<file path="config.mk">
export PLATFORM = sky130hd
export DESIGN_NAME = load_store_multi
export DESIGN_NICKNAME = d
export VERILOG_FILES = /design/src/rtl/load_store_pkg.sv /design/src/rtl/load_store_channel.sv /design/src/rtl/load_store_multi.sv
export SDC_FILE = /design/constraint.sdc
export NUM_CORES = 1
export LEC_CHECK = 0
export CAP_MARGIN = 5
export CORE_ASPECT_RATIO = 1.5
export CORE_UTILIZATION = 45
export CTS_CLUSTER_SIZE = 25
export DETAILED_ROUTE_END_ITERATION = 10
export GPL_TIMING_DRIVEN = 0
export SLEW_MARGIN = 20
export SYNTH_ARGS = -nofsm -noshare
export SYNTH_HDL_FRONTEND = slang
export SYNTH_HIERARCHICAL = 1
export SYNTH_SLANG_ARGS = --single-unit
</file>
<file path="constraint.sdc">
create_clock -name clk -period 5.1 [get_ports clk]
set_input_delay 1.53 -clock clk [delete_from_list [all_inputs] [get_ports clk]]
set_output_delay 1.53 -clock clk [all_outputs]
set_load 0.01 [all_outputs]
</file>
<file path="src/rtl/load_store_pkg.sv">
// Shared types and saturating helpers for the load/store ramp channels.
// Helpers work in a 32-bit domain with a carry bit, so callers never see wrap-around.
package load_store_pkg;

  typedef enum logic [1:0] {RISE = 2'd0, HOLD = 2'd1, FALL = 2'd2} state_e;
  typedef enum logic {MODE_TRI = 1'b0, MODE_SAW = 1'b1} mode_e;

  localparam int AW = 32;

  function automatic logic [AW-1:0] sat_add(input logic [AW-1:0] a,
                                            input logic [AW-1:0] b,
                                            input logic [AW-1:0] lim);
    logic [AW:0] s;
    s = {1'b0, a} + {1'b0, b};
    return (s > {1'b0, lim}) ? lim : s[AW-1:0];
  endfunction

  function automatic logic [AW-1:0] sat_sub(input logic [AW-1:0] a,
                                            input logic [AW-1:0] b);
    return (a > b) ? (a - b) : '0;
  endfunction

endpackage

</file>
<file path="src/rtl/load_store_channel.sv">
// One ramp channel: limit/mode config, RISE/HOLD/FALL FSM, dwell counter.
// All outputs registered, updated on the same edge as state; no backpressure (en only freezes).
module load_store_channel
  import load_store_pkg::*;
#(
  parameter int CBITS = 18,
  parameter int LIMIT = 200000,
  parameter int STEP  = 1,
  parameter int DWELL = 0
) (
  input  logic             clk,
  input  logic             rst,
  input  logic             en,
  input  logic             we,
  input  logic [CBITS-1:0] wr_limit,
  input  logic             wr_mode,
  output logic [CBITS-1:0] vol,
  output logic             sig,
  output logic             dir,
  output logic             done
);

  localparam logic [7:0]       DWELL_C = 8'(DWELL);
  localparam logic [CBITS-1:0] LIMIT_C = CBITS'(LIMIT);

  state_e           state, state_n;
  mode_e            mode;
  logic [CBITS-1:0] lim, lim_n, vol_n, rise_v, fall_v;
  logic [7:0]       dwell, dwell_n;
  logic             pend, pend_n, done_n, clamp, at_top;

  assign rise_v = CBITS'(sat_add(AW'(vol), AW'(STEP), AW'(lim)));
  assign fall_v = CBITS'(sat_sub(AW'(vol), AW'(STEP)));
  assign at_top = (dwell == DWELL_C);
  // A freshly written limit below the level pulls the channel straight into HOLD.
  assign clamp  = pend && (vol >= lim);
  assign pend_n = we && (wr_limit != '0);
  assign lim_n  = pend_n ? wr_limit : lim;

  always_ff @(posedge clk) begin
    if (rst) begin
      state <= RISE;
      vol   <= '0;
      dwell <= '0;
      lim   <= LIMIT_C;
      mode  <= MODE_TRI;
      pend  <= 1'b0;
      sig   <= 1'b0;
      dir   <= 1'b1;
      done  <= 1'b0;
    end else begin
      state <= state_n;
      vol   <= vol_n;
      dwell <= dwell_n;
      lim   <= lim_n;
      pend  <= pend_n;
      if (we) mode <= mode_e'(wr_mode);
      sig   <= (vol_n == lim_n);
      dir   <= (state_n == RISE);
      done  <= done_n;
    end
  end

  always_comb begin
    state_n = state;
    if (clamp) begin
      state_n = HOLD;
    end else if (en) begin
      case (state)
        RISE:    if (rise_v == lim) state_n = HOLD;
        HOLD:    if (at_top) state_n = (mode == MODE_SAW) ? RISE : FALL;
        FALL:    if (fall_v == '0) state_n = RISE;
        default: state_n = RISE;
      endcase
    end
  end

  always_comb begin
    vol_n   = vol;
    dwell_n = dwell;
    done_n  = 1'b0;
    if (clamp) begin
      vol_n   = lim;
      dwell_n = '0;
    end else if (en) begin
      case (state)
        RISE: begin
          vol_n   = rise_v;
          dwell_n = '0;
        end
        HOLD: begin
          if (at_top) begin
            vol_n  = (mode == MODE_SAW) ? '0 : fall_v;
            done_n = (mode == MODE_SAW);
          end else begin
            dwell_n = dwell + 8'd1;
          end
        end
        FALL: begin
          vol_n  = fall_v;
          done_n = (fall_v == '0);
        end
        default: vol_n = '0;
      endcase
    end
  end

endmodule

</file>
<file path="src/rtl/load_store_multi.sv">
// NCH independent ramp channels with per-channel config decode and packed outputs.
// Outputs come straight from channel registers; no backpressure, en freezes a channel.
module load_store_multi
  import load_store_pkg::*;
#(
  parameter int NCH   = 4,
  parameter int CBITS = 18,
  parameter int LIMIT = 200000,
  parameter int STEP  = 1,
  parameter int DWELL = 0
) (
  input  logic                                 clk,
  input  logic                                 rst,
  input  logic [NCH-1:0]                       en,
  input  logic                                 cfg_we,
  input  logic [((NCH > 1) ? $clog2(NCH) : 1)-1:0] cfg_ch,
  input  logic [CBITS-1:0]                     cfg_limit,
  input  logic                                 cfg_mode,
  output logic [NCH*CBITS-1:0]                 vol_o,
  output logic [NCH-1:0]                       sig,
  output logic [NCH-1:0]                       dir_o,
  output logic [NCH-1:0]                       done,
  output logic                                 any_sig
);

  // Out-of-range channel indices match no instance and are dropped.
  for (genvar i = 0; i < NCH; i++) begin : g_ch
    logic we_i;
    assign we_i = cfg_we && (32'(cfg_ch) == i);

    load_store_channel #(
      .CBITS(CBITS),
      .LIMIT(LIMIT),
      .STEP (STEP),
      .DWELL(DWELL)
    ) u_ch (
      .clk     (clk),
      .rst     (rst),
      .en      (en[i]),
      .we      (we_i),
      .wr_limit(cfg_limit),
      .wr_mode (cfg_mode),
      .vol     (vol_o[i*CBITS +: CBITS]),
      .sig     (sig[i]),
      .dir     (dir_o[i]),
      .done    (done[i])
    );
  end

  assign any_sig = |sig;

endmodule

</file>
---- After elaboration in Yosys (flattened, before gate mapping) ----
Index checks and enable logic that the tools add are counted.
word-level totals
  output and inout bits ................... 85
  logic and storage cells ................. 210
  bits of input ports ..................... 28
  flip-flop bits (word level) ............. 204
operators by class
  eq/ne operators ......................... 23
  bitwise operators ....................... 4
  add/sub/neg operators ................... 12
  magnitude comparators ................... 12
  mux-type cells .......................... 76
  reduce and logical (&&, ||, !) cells .... 47
operator list
  operator                                                                           count
  18-bit 2-to-1 mux                                                                  28
  18-bit one-hot mux with 3 select lines                                             4
  18-bit == test                                                                     8
  18-bit by 1-bit adder with 19-bit output (second input constant)                   4
  19-bit by 18-bit greater-than comparator with 1-bit output                         4
  18-bit >= comparator                                                               4
  18-bit by 1-bit greater-than comparator with 1-bit output (second input constant)  4
  18-bit zero test                                                                   4
  18-bit by 1-bit subtractor with 18-bit output (second input constant)              4
  8-bit one-hot mux with 2 select lines                                              4
  2-bit 2-to-1 mux                                                                   24
  8-bit by 1-bit adder with 8-bit output (second input constant)                     4
  8-bit zero test                                                                    4
  8-bit 2-to-1 mux                                                                   4
  2-bit one-hot mux with 3 select lines                                              4
  2-bit zero test                                                                    9
  18-bit nonzero test                                                                1
  2-bit == test (second input constant)                                              6
  1-bit logical AND                                                                  12
  3-bit AND reduction                                                                4
  3-bit OR reduction                                                                 4
  2-bit by 1-bit == test with 1-bit output (second input constant)                   5
  2-bit != test (second input constant)                                              4
  1-bit one-hot mux with 2 select lines                                              4
  other kinds (5)                                                                    17

---- Longest topological paths before layout ----
  word-level depth ........................ 9
  gate-level depth with buffers ........... 20
  gate-level depth less buffers ........... 17

---- Cells and area by module ----
The synthesis kept the hierarchy.
modules (own cells, without submodules)
  module                                 area an instance (µm²)  instances  seq. area each (µm²)  cells each
  load_store_channel (g_ch[1].u_ch ...)  5540.3                  2          1021.0                776
  load_store_channel (g_ch[0].u_ch)      5595.4                  1          1021.0                763
  load_store_channel (g_ch[3].u_ch)      5487.8                  1          1021.0                767
  load_store_multi                       38.8                    1          0.0                   5

---- Least setup slack after synthesis ----
OpenSTA, ideal clock, no wires.
  kind .................................... register to register
  from .................................... register g_ch[0].u_ch.vol[0]
  to ...................................... register g_ch[0].u_ch.sig
  setup slack ............................. 586 ps
  data required time ...................... 5039 ps
  data arrival time ....................... 4453 ps
  cell stages (with the launch flop) ...... 19
  period minus slack after synthesis ...... 4514 ps
  library setup time ...................... 61 ps
  path buffers ............................ 1
  cell sequence ........................... dfxtp_1 -> ha_1 -> nand3_4 -> or4_1 -> buf_6 -> nor2_2 -> xor2_1 -> ha_1 -> a21o_1 -> a211oi_1 -> o31ai_1 -> o31ai_4 -> a21oi_1 -> o41ai_2 -> xor2_1 -> o2111a_1 -> nor4_1 -> nand4_1 -> and4bb_1
on the way
  longest elaborated chain between the ends .. 8
  elaborated cells on any way between the ends .. 14
ends and longest elaborated chain
  element                                                                                           RTL line                  RTL
  start, declared                                                                                   load_store_channel.sv:17  output logic [CBITS-1:0] vol,
  start signal, assigned                                                                            load_store_channel.sv:53  vol <= vol_n;
  parallel branches: the longest is 6 deep, another holds 18-bit by 1-bit adder with 19-bit output  --
  18-bit 2-to-1 mux (*)                                                                             load_store_channel.sv:82  if (clamp) begin
  18-bit == test (*)                                                                                load_store_channel.sv:58  sig <= (vol_n == lim_n);
  end signal, assigned                                                                              load_store_channel.sv:58
  end, declared                                                                                     load_store_channel.sv:18  output logic sig,
Mark *: on every way between the ends.
A chain may end at the register's enable or synchronous reset.

---- Worst setup path after layout ----
  from .................................... register g_ch[0].u_ch.vol[7]
  to ...................................... register g_ch[0].u_ch.sig
The elaborated chain is that of the path after synthesis.

==> results.py <==
metrics = {
    "clocking": {
        "cts_made_buffers": 26,
        "cts_buffer_depth": 3,
        "cts_root_buffer": "clkbuf_16",
        "cts_tree": "built",
        "clk_latency_ns": 0.58,
        "clkTransAtPathRegs_ns": 0.06,
        "cts.sinks": 204,
        "htreeDepth": 1,
        "holdBufCountCts": 0,
    },
    "timing": {
        "finalCriticalPeriod_ns": 5.11,
        "hold_viol": 0,
        "fin_ws_ns": -0.0115,
        "tightest_slew_ns": 1.09,
        "fin_hold_ws_ns": 0.516,
        "slew_headroom_pct": 26.6,
        "skew_ns": 0.0134,
        "final-max-slew-violation-count": 0,
        "fmax_mhz": 196,
        "final.period_utilization_pct": 100,
        "setup_viol_count_final": 1,
    },
    "grt": {
        "grt_usage_pct": 39.0,
        "grt-ovfl-total": 0,
        "antenna_found_initial": 0,
        "grt_pass1_vias": 24500,
        "grt_pass1_wl_um": 150000,
        "grt_start_max_net_pins": 19,
    },
    "worst_setup_path": {
        "critPathLaunch": "g_ch[0].u_ch/vol[7]",
        "endpoint": "g_ch[0].u_ch/sig",
        "reg2regPathDepth": 19,
        "worstPathArrival_ns": 5.62,
        "r2r_slack_ns": -0.01,
        "cp.required_ns": 5.61,
        "crit_fanout": 9,
        "r2r_start": "g_ch[0].u_ch/vol[7]",
        "path_class": "flop to flop",
        "start_kind": "flop",
        "crit_path_end_kind": "flop",
        "r2r_end": "g_ch[0].u_ch/sig",
    },
    "synth": {
        "synth-seq-area-share_pct": 18.4,
        "yosys.area.top_type_share_pct": 18.4,
        "post-synth-top-area-cell": "dfxtp_1",
        "synth_top_flop_cell": "dfxtp_1",
        "mappedNetlistNets": 3295,
        "synth_seq_cells": 204,
        "synth_edf_count": 0,
        "synthCells": 3087,
        "netlist_area_mm2": 0.0222,
        "synthTopCellsByArea": "dfxtp_1 18%, ha_1 10%, xnor2_1 5.8%",
        "syn_avg_cell_area_um2": 7.19,
        "synth_cell_types": 106,
        "yosysWarnings": 6,
        "async_flop_share_pct": 0,
    },
    "pwr": {
        "power.density_mw_per_mm2": 175,
        "ir_worst_vdd_uv": 237,
        "power_mw": 4.52,
        "p_leak_nw": 10.1,
    },
    "place": {
        "gp_congestion": 1.03,
        "hpwlAfterDp_um": 78300,
        "post-place-cells": 3855,
        "portBuffers": 111,
        "placed_area_mm2": 0.0242,
    },
    "floorplanning": {
        "ios": 113,
        "rows": 99,
        "die_w_um": 183,
        "die-area_mm2": 0.0503,
        "core_mm2": 0.0487,
        "initial_utilization_pct": 45.6,
        "die_y_um": 274,
    },
    "min_path": {
        "worstHoldStart": "g_ch[0].u_ch/dwell[0]",
        "hold_class": "flop to flop",
    },
    "cells_and_area": {
        "mostFrequentLayoutCells": "329 x nor2_1, 270 x nand2_1, 225 x a21oi_1",
        "final_cells": 3921,
        "final_util_pct": 53.0,
        "syn_to_final_growth_pct": 16.3,
        "post_route_cells_drive_above_1_share_pct": 9.80,
        "final_common_cell": "nor2_1",
        "diodes": 0,
        "final_cell_area_mm2": 0.0258,
        "finalNetCount": 3454,
    },
    "route": {
        "vias": 26000,
        "drt-total-wl_um": 101000,
        "avgViaCountPerCell": 6.64,
        "wl_per_cell_um": 25.8,
        "drt-initial-drc-count": 2544,
        "first_pass_iters": 7,
        "final_antenna_net_count": 0,
        "drc": 0,
    },
    "run_status": {
        "outcome": "finished with violations",
        "violations": "setup timing",
    },
    "run": {
        "cap_violations": 0,
    },
}
==> cell usage after synthesis, types with 20 or more instances <==
| cell type | n |
|---|---|
| nor2_1 | 331 |
| nand2_1 | 272 |
| a21oi_1 | 229 |
| dfxtp_1 | 204 |
| ha_1 | 180 |
| o21ai_0 | 172 |
| inv_1 | 159 |
| xnor2_1 | 146 |
| clkbuf_1 | 130 |
| nand3_1 | 125 |
| nor3_1 | 112 |
| xor2_1 | 77 |
| a211oi_1 | 65 |
| nand4_1 | 65 |
| nor4_1 | 54 |
| a31oi_1 | 38 |
| mux2i_1 | 36 |
| a22oi_1 | 32 |
| or3_1 | 32 |
| o211ai_1 | 30 |
| nand2b_1 | 29 |
| o31ai_1 | 28 |
| and2_1 | 25 |
| o21a_1 | 24 |
| and3_1 | 23 |
| nor2b_1 | 23 |
| o22ai_1 | 21 |
| buf_2 | 20 |
==> cell type report <==
| type | count | area [µm²] |
|---|---|---|
| fillers | 4861 | 22900 |
| multi-input cells | 2542 | 17300 |
| flip-flops and latches | 204 | 4130 |
| repair buffers | 134 | 1290 |
| well taps | 656 | 821 |
| plain buffers | 175 | 810 |
| clock buffers | 33 | 707 |
| inverters | 163 | 612 |
| clock inverters | 14 | 161 |
==> worst min path at each step <==
| stage | slack, ns | to | cells after the start |
|---|---|---|---|
| floorplan | 0.45 | g_ch[3].u_ch/vol[7] | 2 |
| global placement | 0.47 | g_ch[0].u_ch/dwell[1] | 2 |
| detailed placement | 0.50 | g_ch[0].u_ch/dwell[0] | 2 |
| CTS | 0.51 | g_ch[0].u_ch/dwell[0] | 2 |
| global route | 0.53 | g_ch[0].u_ch/dwell[1] | 2 |
| finish | 0.52 | g_ch[0].u_ch/dwell[0] | 2 |
==> state kept, by name, indices dropped and copies added, names as in the netlist <==
signal	count
g_ch.u_ch/dwell	32
g_ch.u_ch/state	8
g_ch.u_ch/done	4
g_ch.u_ch/dir	4
g_ch.u_ch/mode	4
g_ch.u_ch/pend	4
g_ch.u_ch/vol	72
g_ch.u_ch/lim	72
g_ch.u_ch/sig	4
==> logic make-up (layout without fill, tap and decap cells) <==
logic type | after synthesis | count (layout) | share of synthesized area (%)
simple gates | 1205 | 1205 | 27.2
compound gates | 891 | 891 | 27.3
buf+inv | 341 | 519 | 6.13
xor+xnor | 223 | 223 | 8.80
flops | 204 | 204 | 18.4
fa+ha+maj | 180 | 180 | 10.1
mux | 43 | 43 | 1.98
==> layer usage <==
layer / share of wire [%] / vias to the layer above / global-route usage [%]
met5: 0 / - / 0
li1: - / 11700 / -
met3: 7.3 / 479 / 4.86
met4: 8.1 / 0 / 28.5
met2: 48 / 1474 / 66.9
met1: 37 / 12400 / 44.3
==> per-stage QoR <==
stage / setup TNS (ns) / worst slack, ns
6_report: -0.0115 / -0.0115
5_1_grt: -0.0525 / -0.0353
4_1_cts: 0 / 0.00496
3_5_place_dp: -4.14 / -0.969
3_3_place_gp: -4.81 / -1.05
2_1_floorplan: 0 / 0.586
==> what timing repair did <==
item	CTS	global route
resized for setup	90	112
buffers inserted	15	7
pin swaps	13	21
endpoints found under the setup margin	9	4
==> worst max-delay path, stage by stage, from the launching register on <==
cell	delay [ns]
dfxtp_1	0.43
buf_4	0.23
nand4_1	0.18
or4_1	0.49
buf_6	0.17
nor2_2	0.15
xor2_2	0.24
ha_4	0.25
a21o_1	0.16
a211oi_2	0.24
o31a_1	0.30
a311oi_4	0.16
buf_4	0.20
o21ai_2	0.15
o311a_1	0.21
o211ai_1	0.24
a311o_1	0.48
nor4_2	0.22
nand4_1	0.16
and4bb_2	0.37
==> report_power, final <==
group	internal [mW]	switching, mW	total [mW]
Clock	1.09	0.831	1.92
Combinational	0.303	0.619	0.922
Sequential	1.62	0.0512	1.67
Total	3.02	1.50	4.52
No activity file was read; power rests on OpenSTA's default activity.
